[src/rtl/types_pkg.sv]
// Shared types for the integer register file: word and index types plus
// the scrub/run state encoding.
package types_pkg;

    localparam int XLEN      = 32;
    localparam int NUM_REGS  = 32;
    localparam int REG_IDX_W = $clog2(NUM_REGS);

    typedef logic [XLEN-1:0]      word_t;
    typedef logic [REG_IDX_W-1:0] reg_index_t;

    typedef enum logic {
        RF_SCRUB,
        RF_RUN
    } rf_state_t;

endpackage

[src/rtl/register_scoreboard.sv]
// Per-register pending-write bits with a registered population count.
// A set and a clear to the same register in one cycle leaves it busy.
module register_scoreboard #(
    parameter int SIZE  = 32,
    parameter int IDX_W = $clog2(SIZE)
) (
    input  logic             clk,
    input  logic             reset_n,
    input  logic             set_valid,
    input  logic [IDX_W-1:0] set_idx,
    input  logic             clr_valid,
    input  logic [IDX_W-1:0] clr_idx,
    output logic [SIZE-1:0]  busy,
    output logic [IDX_W:0]   busy_count
);

    logic [SIZE-1:0] busy_next;

    function automatic logic [IDX_W:0] popcount(input logic [SIZE-1:0] v);
        logic [IDX_W:0] n;
        n = '0;
        for (int i = 0; i < SIZE; i++) begin
            n = n + {{IDX_W{1'b0}}, v[i]};
        end
        return n;
    endfunction

    always_comb begin
        busy_next = busy;
        if (clr_valid) begin
            busy_next[clr_idx] = 1'b0;
        end
        if (set_valid) begin
            busy_next[set_idx] = 1'b1;
        end
    end

    // Count follows the bits on the same edge so it never lags the vector.
    always_ff @(posedge clk or negedge reset_n) begin
        if (!reset_n) begin
            busy       <= '0;
            busy_count <= '0;
        end else begin
            busy       <= busy_next;
            busy_count <= popcount(busy_next);
        end
    end

endmodule

[src/rtl/register_file_scoreboard.sv]
// Integer register file with write-through bypass, pending-write scoreboard
// and a post-reset scrub that zeroes every entry before the file reports ready.
module register_file_scoreboard
    import types_pkg::*;
#(
    parameter int SIZE       = 32,
    parameter int WIDTH      = 32,
    parameter int READ_PORTS = 2,
    parameter int ZERO_REG   = 1,
    localparam int IDX_W     = $clog2(SIZE)
) (
    input  logic                                 clk,
    input  logic                                 reset_n,
    output logic                                 ready,
    input  logic [READ_PORTS-1:0][IDX_W-1:0]     rd_addr,
    output logic [READ_PORTS-1:0][WIDTH-1:0]     rd_data,
    output logic [READ_PORTS-1:0]                rd_busy,
    input  logic                                 issue_valid,
    input  logic [IDX_W-1:0]                     issue_rd,
    input  logic                                 wb_valid,
    input  logic [IDX_W-1:0]                     wb_rd,
    input  logic [WIDTH-1:0]                     wb_data,
    output logic [IDX_W:0]                       busy_count
);

    rf_state_t        state, state_next;
    logic [IDX_W-1:0] scrub_idx, scrub_idx_next;
    logic [WIDTH-1:0] regs [SIZE];
    logic [SIZE-1:0]  busy;
    logic             run;
    logic             wb_en;
    logic             issue_en;

    assign run      = (state == RF_RUN);
    assign ready    = run;
    assign wb_en    = run && wb_valid && !((ZERO_REG != 0) && (wb_rd == '0));
    assign issue_en = run && issue_valid && !((ZERO_REG != 0) && (issue_rd == '0));

    always_ff @(posedge clk or negedge reset_n) begin
        if (!reset_n) begin
            state     <= RF_SCRUB;
            scrub_idx <= '0;
        end else begin
            state     <= state_next;
            scrub_idx <= scrub_idx_next;
        end
    end

    always_comb begin
        state_next     = state;
        scrub_idx_next = scrub_idx;
        if (state == RF_SCRUB) begin
            scrub_idx_next = scrub_idx + 1'b1;
            if (scrub_idx == IDX_W'(SIZE - 1)) begin
                state_next = RF_RUN;
            end
        end
    end

    // Storage has no reset; the scrub walk is what clears it.
    always_ff @(posedge clk) begin
        if (state == RF_SCRUB) begin
            regs[scrub_idx] <= '0;
        end else if (wb_en) begin
            regs[wb_rd] <= wb_data;
        end
    end

    register_scoreboard #(
        .SIZE  (SIZE),
        .IDX_W (IDX_W)
    ) u_scoreboard (
        .clk        (clk),
        .reset_n    (reset_n),
        .set_valid  (issue_en),
        .set_idx    (issue_rd),
        .clr_valid  (wb_en),
        .clr_idx    (wb_rd),
        .busy       (busy),
        .busy_count (busy_count)
    );

    logic [READ_PORTS-1:0] hit_zero;
    logic [READ_PORTS-1:0] hit_wb;

    // A bypassed read sees the incoming value; its busy reflects only a
    // same-cycle re-reservation, since the writeback retires the old one.
    for (genvar p = 0; p < READ_PORTS; p++) begin : g_read
        assign hit_zero[p] = (ZERO_REG != 0) && (rd_addr[p] == '0);
        assign hit_wb[p]   = wb_en && (wb_rd == rd_addr[p]);
        assign rd_data[p]  = (!run || hit_zero[p]) ? '0 :
                             hit_wb[p]             ? wb_data :
                                                     regs[rd_addr[p]];
        assign rd_busy[p]  = (!run || hit_zero[p]) ? 1'b0 :
                             hit_wb[p]             ? (issue_en && (issue_rd == rd_addr[p])) :
                                                     busy[rd_addr[p]];
    end

endmodule

[config.mk]
export PLATFORM = sky130hd
export DESIGN_NAME = register_file_scoreboard
export DESIGN_NICKNAME = d
export VERILOG_FILES = /design/src/rtl/types_pkg.sv /design/src/rtl/register_scoreboard.sv /design/src/rtl/register_file_scoreboard.sv
export SDC_FILE = /design/constraint.sdc
export NUM_CORES = 1
export LEC_CHECK = 0
export CORE_MARGIN = 2
export CORE_UTILIZATION = 50
export CTS_BUF_LIST = sky130_fd_sc_hd__clkbuf_4 sky130_fd_sc_hd__clkbuf_8
export DETAILED_ROUTE_END_ITERATION = 12
export HOLD_SLACK_MARGIN = 0.08
export PLACE_DENSITY = 0.75
export SETUP_SLACK_MARGIN = 0.3
export SLEW_MARGIN = 40
export SYNTH_ARGS = -nofsm -noshare
export SYNTH_HDL_FRONTEND = slang
export SYNTH_HIERARCHICAL = 1
export SYNTH_SLANG_ARGS = --single-unit
[constraint.sdc]
create_clock -name clk -period 6.1 [get_ports clk]
set_input_delay 0.61 -clock clk [delete_from_list [all_inputs] [get_ports clk]]
set_output_delay 0.61 -clock clk [all_outputs]
set_load 0.01 [all_outputs]
==> metrics.md, run 1 <==
| Metric | Value |
|---|---|
| Place WS | -275 ps |
| Fin crit share | 91.6% |
| # rows | 117 |
| Pwr/cell area | 285 nW/um^2 |
| Iter 0 DRT Violations | 4401 |
| Worst Skew | 42.2 ps |
| Fin. max-slew vios | 0 |
| Avg WL per Cell | ~35 um |
| Fin. Hold Viols | 0 |
| Worst-path clk slew | 70 ps |
| Met2 Wirelength | 71.8 mm |
| Status | finished clean |
| Synth Area per Inst | 19.4 sq um |
| DR top layer | met5 |
| RSZ-0062 raised after global routing | false |
| Critical Path Start Type | flop |
| Min Hold Slack | 312 ps |
| Synth top area cells | edfxtp_1 60%, mux4_2 24%, mux2i_1 3.1% |
| CTS max path bufs | 3 |
| Final worst setup slack | 510 ps |
| Most frequent cells in the layout | 1024 x edfxtp_1, 558 x mux4_2, 174 x clkbuf_8, 160 x mux2i_1, 119 x clkdlybuf4s50_1 |
| Crit Path Category | reg2reg |
| CTS Buf Count | 169 |
| Layout cells sized above 1 | 35.2% |
| Drt total wl | about 150 mm |
| Crit-path max FO | 8 |
| # port buffers | 128 |
| Post-Syn Area | 51600 sq um |
| CTS tree | built |
| Fin crit period | approximately 5600 ps |
| Area after DPL | around 56000 sq um |
| Met3 Wirelength | roughly 22 mm |
| CTS root buffer | clkbuf_8 |
| P_leak | 0.0208 uW |
| Area growth from synthesis to layout | 14.6% |
| #FFs+latches synth | 1068 |
| Setup TNS | 0 ps |
| Die ar. | 106000 sq um |
| Vias | 31029 |
| Post-synthesis cell count | 2665 |
| VDD IR max | 0.383 mV |
| Top FF cell, synth | edfxtp_1 |
| Number of global-route vias before repair | 31552 |
| Synth area leader | edfxtp_1 |
| DRC | 0 |
| Distinct cells, synth | 57 |
| Starting Density | 50.5% |
| Num ports | approximately 130 |
| Routed Antenna Nets | 0 |
| GRT Resource Usage Total | 29.1% |
| Initial antenna violation count | 8 |
| Post-synth EDFFs | between 1000 and 1500 |
| Final setup vio count | 0 |
| Core ar. | 102000 sq um |
| Async set-reset flop share out of synthesis | 4.12% |
| Req. time, crit path | around 6900 ps |
| H-Tree Depth | 4 |
| HPWL Detailed | 92.6 mm |
| Worst Hold Class | in2async |
| Number of max-cap violations | 0 |
| Syn_nets | 2755 |
| CP Capture Type | flop |
| Metal-1 WL | 55.2 mm |
| Via density | between 7 and 8 |
| RePlAce Congestion | between 0.9 and 1 |
| Synthesis Warnings | 6 |
| Commonest non-fill, non-tap cell in the layout | edfxtp_1 |
| PnR Total Power | about 17000 uW |
| Die Span X | 325 um |
| Post-Layout Inst Area | 59200 sq um |
| Largest net degree at the start of global routing | about 120 |
| Tightest Pin Transition | 882 ps |
| Post-synth top area share | 59.5% |
| Total congestion overflow | 0 |
| First-pass GRT wire length | between 200 and 250 mm |
| Die span in y | roughly 330 um |
| Clk_lat worst skew | 870 ps |
| Seq/Total Area, Yosys | 61.7% |
| Clock Sinks | 1068 |
| Final net count | 3017 |
| Worst EP arrival | 6360 ps |
| Drt pass-1 iters | 5 |
| Max_slew headroom | 41.2% |
| Fmax | 179 MHz |
per-stage QoR:
stage / instances / utilization, %
finish: 4430 / 57.9
global route: 4430 / 57.9
CTS: 4422 / 57.7
detailed placement: 4116 / 54.5
global placement: 4091 / 54.0
floorplan: 2665 / -
layer usage:
metal,vias to the layer above,track usage (%)
met5,-,0
met4,10,10.0
met3,389,8.85
met2,2377,44.4
met1,16299,40.2
li1,11954,-
area by class of cell:
type,instances,area (sq um)
Fill cell,7461,43000
Sequential cell,1068,31900
Multi-Input combinational cell,1366,19000
Timing Repair Buffer,291,3150
Clock buffer,216,2710
Tap cell,1368,1710
Clock inverter,89,587
Inverter,31,119
Antenna cell,1,2.50
report_power, final:
part	switching [uW]	leakage (uW)	internal (uW)
combinational	1430	0.00790	1170
sequential	49.5	0.0112	8130
clock	2920	0.00171	3140
total	4400	0.0208	12400
flip-flops by register name, summed over array words and instances, names as in the netlist:
name and cells:
regs 1024, u_scoreboard/busy 32, u_scoreboard/busy_count 6, scrub_idx 5
ready 1
what timing repair did:
| item | 4_1_cts | 5_1_grt |
|---|---|---|
| hold endpoints to repair | 44 | 0 |
| hold buffers | 1 | 0 |
| gates resized for setup | 0 | 1 |
| setup buffers | 0 | 1 |
| endpoints found under the setup margin | 0 | 3 |
synth_stat cells, types with 5 or more instances:
cell type and n:
a211o_1 32, a211oi_1 16, a21oi_1 24, a221oi_1 32
a22oi_1 41, and2_1 32, buf_1 25, buf_2 52
buf_4 16, buf_6 16, clkbuf_1 91, dfrtp_1 44
edfxtp_1 1024, fa_1 24, ha_1 10, inv_1 30
mux2_2 8, mux2i_1 160, mux4_2 558, nand2_1 60
nand2b_1 15, nand3_1 9, nand3b_1 11, nor2_1 43
nor2b_1 34, nor3_1 24, nor3b_1 14, o21a_1 22
o21ai_0 37, o21ai_1 77, o21ai_2 10, o21bai_1 5
xnor2_1 16, xor2_1 10
worst max-delay path: stages, from the launching register on:
cell and delay [ps]:
dfrtp_1 370, nand2_1 80, a21o_1 200, inv_4 70, or3b_1 340, buf_4 210
o21ai_2 150, o21a_1 150, fa_1 460, fa_1 610, fa_1 450, fa_1 510
fa_1 490, inv_1 50, fa_1 440, ha_2 210, fa_2 340, a21o_1 170
a21oi_2 130, xnor2_1 120
cell families (layout without fill, tap and decap cells):
family / Yosys count / in the layout / synth area share (%)
flops: 1068 / 1068 / 61.7
other cells: 0 / 1 / 0
compound gates: 313 / 313 / 4.09
xor+xnor: 26 / 26 / 0.441
mux: 730 / 730 / 27.7
simple gates: 263 / 263 / 2.77
fa+ha+maj: 34 / 34 / 1.17
buf+inv: 231 / 627 / 2.15
final timing paths:
check                      cells past startpoint          from  slack, ps                    endpoint
setup / recovery                              19         ready        510  u_scoreboard/busy_count[4]
hold / removal                                 2       reset_n        310       u_scoreboard/busy[16]
setup reg to reg                              19         ready        510  u_scoreboard/busy_count[4]
hold reg to reg                                1  scrub_idx[3]        550                scrub_idx[3]
max in group asynchronous                      2       reset_n       5370                       ready
min in group clk                               1  scrub_idx[3]        550                scrub_idx[3]
No activity file was read; power rests on OpenSTA's default activity.
==> inputs of run 2 (changes only) <==
Settings changed: CELL_PAD_IN_SITES_DETAIL_PLACEMENT set to 0, CELL_PAD_IN_SITES_GLOBAL_PLACEMENT set to 1, CORE_ASPECT_RATIO set to 2, PLACE_DENSITY 0.75 to 0.83.
==> metrics.md, run 2 (same netlist as run 1, synthesis figures left out) <==
| Metric | Value |
|---|---|
| Initial antenna violation count | 5 (-3) |
| Setup slack, reg-to-reg | 420 ps (-90 ps) |
| Drt total wl | 154 mm (+0.28%) |
| Max reg flops | 1024 (unchanged) |
| Pwr/cell area | 281 nW/um^2 (-1.1%) |
| Storage element area | 31900 sq um (unchanged) |
| CTS tree | built |
| Clk_lat worst skew | 850 ps (-20 ps) |
| Routed Antenna Nets | 0 (unchanged) |
| Die Span X | 231 um (-29%) |
| Die span in y | 459 um (+41%) |
| Worst-path clk slew | 70 ps (about the same) |
| Starting Density | 50.4% (-0.11 points) |
| First-pass GRT wire length | 222 mm (+0.29%) |
| Max_slew headroom | 38.4% (-2.8 points) |
| Switching part of the total | 25.9% (-0.22 points) |
| Crit Path Category | reg2reg |
| RSZ-0062 raised after global routing | true |
| Via density | 7.01 (+0.11%) |
| Num ports | 129 (unchanged) |
| Worst EP arrival | 6410 ps (+50 ps) |
| Worst Hold Class | in2async |
| Iter 0 DRT Violations | 3905 (-11%) |
| R2R cell count | 19 (unchanged) |
| HPWL Detailed | 94.9 mm (+2.5%) |
| Number of global-route vias before repair | 32248 (+2.2%) |
| Fin crit share | 93.1% (+1.5 points) |
| Largest net degree at the start of global routing | 106 (-13%) |
| Crit-path max FO | 8 (unchanged) |
| Crit path max-delay family | adder cells |
| Multi-input logic area | 19100 sq um (+0.13%) |
| Status | finished clean |
| Drt pass-1 iters | 5 (unchanged) |
| Commonest non-fill, non-tap cell in the layout | edfxtp_1 |
| Core ar. | 102000 sq um (+0.21%) |
| Final net count | 2997 (-0.66%) |
| Clock Sinks | 1068 (unchanged) |
| Clock power share | 34.3% (-1.7 points) |
| Tightest Pin Transition | 925 ps (+42.7 ps) |
| Area growth from synthesis to layout | 14.1% |
| Fin. max-slew vios | 0 (unchanged) |
| Setup TNS | 0 ps (unchanged) |
| VDD IR max | 0.324 mV (-15%) |
| Worst Skew | 33.5 ps (-8.79 ps) |
| CP Capture Type | flop |
| Layout cells sized above 1 | 35.5% (+0.30 points) |
| H-Tree Depth | 4 (unchanged) |
| Crit Reg-Reg Endpoint | u_scoreboard/busy_count[4] |
| Share of power burned in registers | 49.3% (+0.8 points) |
| Number of max-cap violations | 0 (unchanged) |
| Origin of the critical flop-to-flop path | ready |
| Vias | 30544 (-1.6%) |
| Max stage delay on crit path | 580 ps (-30 ps) |
| Most frequent cells in the layout | 1024 x edfxtp_1, 558 x mux4_2, 160 x mux2i_1, 147 x clkbuf_8, 119 x clkdlybuf4s50_1 |
| Place WS | -347 ps (-71.4 ps) |
| DRC | 0 (unchanged) |
| Fmax | 176 MHz (-1.6%) |
| # rows | 166 (+42%) |
| # port buffers | 128 (unchanged) |
| Most used cell, CP | fa_1 |
| GRT Resource Usage Total | 29.5% (+0.41 points) |
| Sw power | 4300 uW (-2.4%) |
| P_leak | 0.0207 uW (-0.74%) |
| Comb power frac | 16.4% (+0.9 points) |
| Fin crit period | 5680 ps (+88.9 ps) |
| CTS root buffer | clkbuf_8 |
| Final setup vio count | 0 (unchanged) |
| Avg WL per Cell | 35.4 um (+2.0%) |
| CP max stage cell | fa_1 |
| Total congestion overflow | 0 (unchanged) |
| Most flop-heavy register | regs |
| CTS Buf Count | 144 (-15%) |
| CP Buf/Inv Count | 3 (unchanged) |
| Critical Path Start Type | flop |
| CTS max path bufs | 3 (unchanged) |
| Req. time, crit path | 6830 ps (-40 ps) |
| Final worst setup slack | 421 ps (-88.9 ps) |
| RePlAce Congestion | 0.921 (-0.31%) |
| Die ar. | 106000 sq um (+0.15%) |
| Fin. Hold Viols | 0 (unchanged) |
| Fillers | 7355 (-1.4%) |
| Cell-internal power | 12300 uW (-1.2%) |
| Worst-path cell chain | nand2_1, a21o_1, inv_4, or3b_4, buf_8, o21ai_2, o21a_1, fa_2, fa_1, fa_1, fa_1, fa_1, inv_1, fa_1, ha_2, fa_2, a21o_1, a21oi_2, xnor2_1 |
| Biggest regs | regs: 1024 flops, u_scoreboard/busy: 32 flops, u_scoreboard/busy_count: 6 flops |
[run 2: changes by cell type in the layout (fill, tap and decap cells not counted), sizes merged]
cell | before | now
buf | 171 | 174
bufinv | 5 | 11
clkbuf | 216 | 187
clkinv | 72 | 38
clkinvlp | 3 | 10
diode | 1 | 2
inv | 40 | 36
[run 2: area by class of cell]
class / count / area share (%)
inverters: 31 / 0.202
clock inverters: 64 / 1.05
diodes: 2 / 0.00849
well taps: 1344 / 2.85
flip-flops and latches: 1068 / 54.1
multi-input cells: 1366 / 32.4
repair buffers: 296 / 5.57
clock buffers: 185 / 3.91
[run 2: what timing repair did]
action                                 CTS  global route
endpoints found under the hold margin   44             0
setup buffers                            0             1
gates resized for setup                  0             5
hold buffers                             1             0
setup endpoints to repair                0             3
[run 2: stage by stage]
step,cell area [sq um],std cells,hold WS (ps),power (uW),util [%]
after floorplan,51700,2665,314,9970,-
final,58900,4356,361,16600,57.5
after detailed placement,55800,4099,548,11000,54.5
after CTS,58800,4349,319,16600,57.4
after global routing,58900,4355,368,17100,57.5
after global placement,55200,4069,524,10900,53.9
[run 2: power groups by stage]
stage / registers (uW) / logic [uW] / clock network, uW
CTS: 8180 / 2670 / 5760
floorplan: 8310 / 1670 / 0
finish: 8180 / 2710 / 5700
global placement: 8340 / 2560 / 0
global route: 8180 / 2940 / 6020
detailed placement: 8340 / 2650 / 0
[run 2: how the worst max path moves through the flow]
stage,from,end,depth (start not counted)
finish,ready,u_scoreboard/busy_count[4],19
detailed placement,issue_rd[1],u_scoreboard/busy_count[4],20
global route,ready,u_scoreboard/busy_count[4],19
global placement,issue_rd[1],u_scoreboard/busy_count[4],20
CTS,ready,u_scoreboard/busy_count[4],19
floorplan,wb_valid,u_scoreboard/busy_count[4],21
[run 2: layer usage]
layer  global-route usage, %  share of wire, %  vias to the layer above
met2                    50.2                52                     1986
li1                        -                 -                    11877
met5                       0             0.023                        -
met4                    16.3               6.0                        6
met1                    35.9                34                    16216
met3                    4.95               8.7                      459
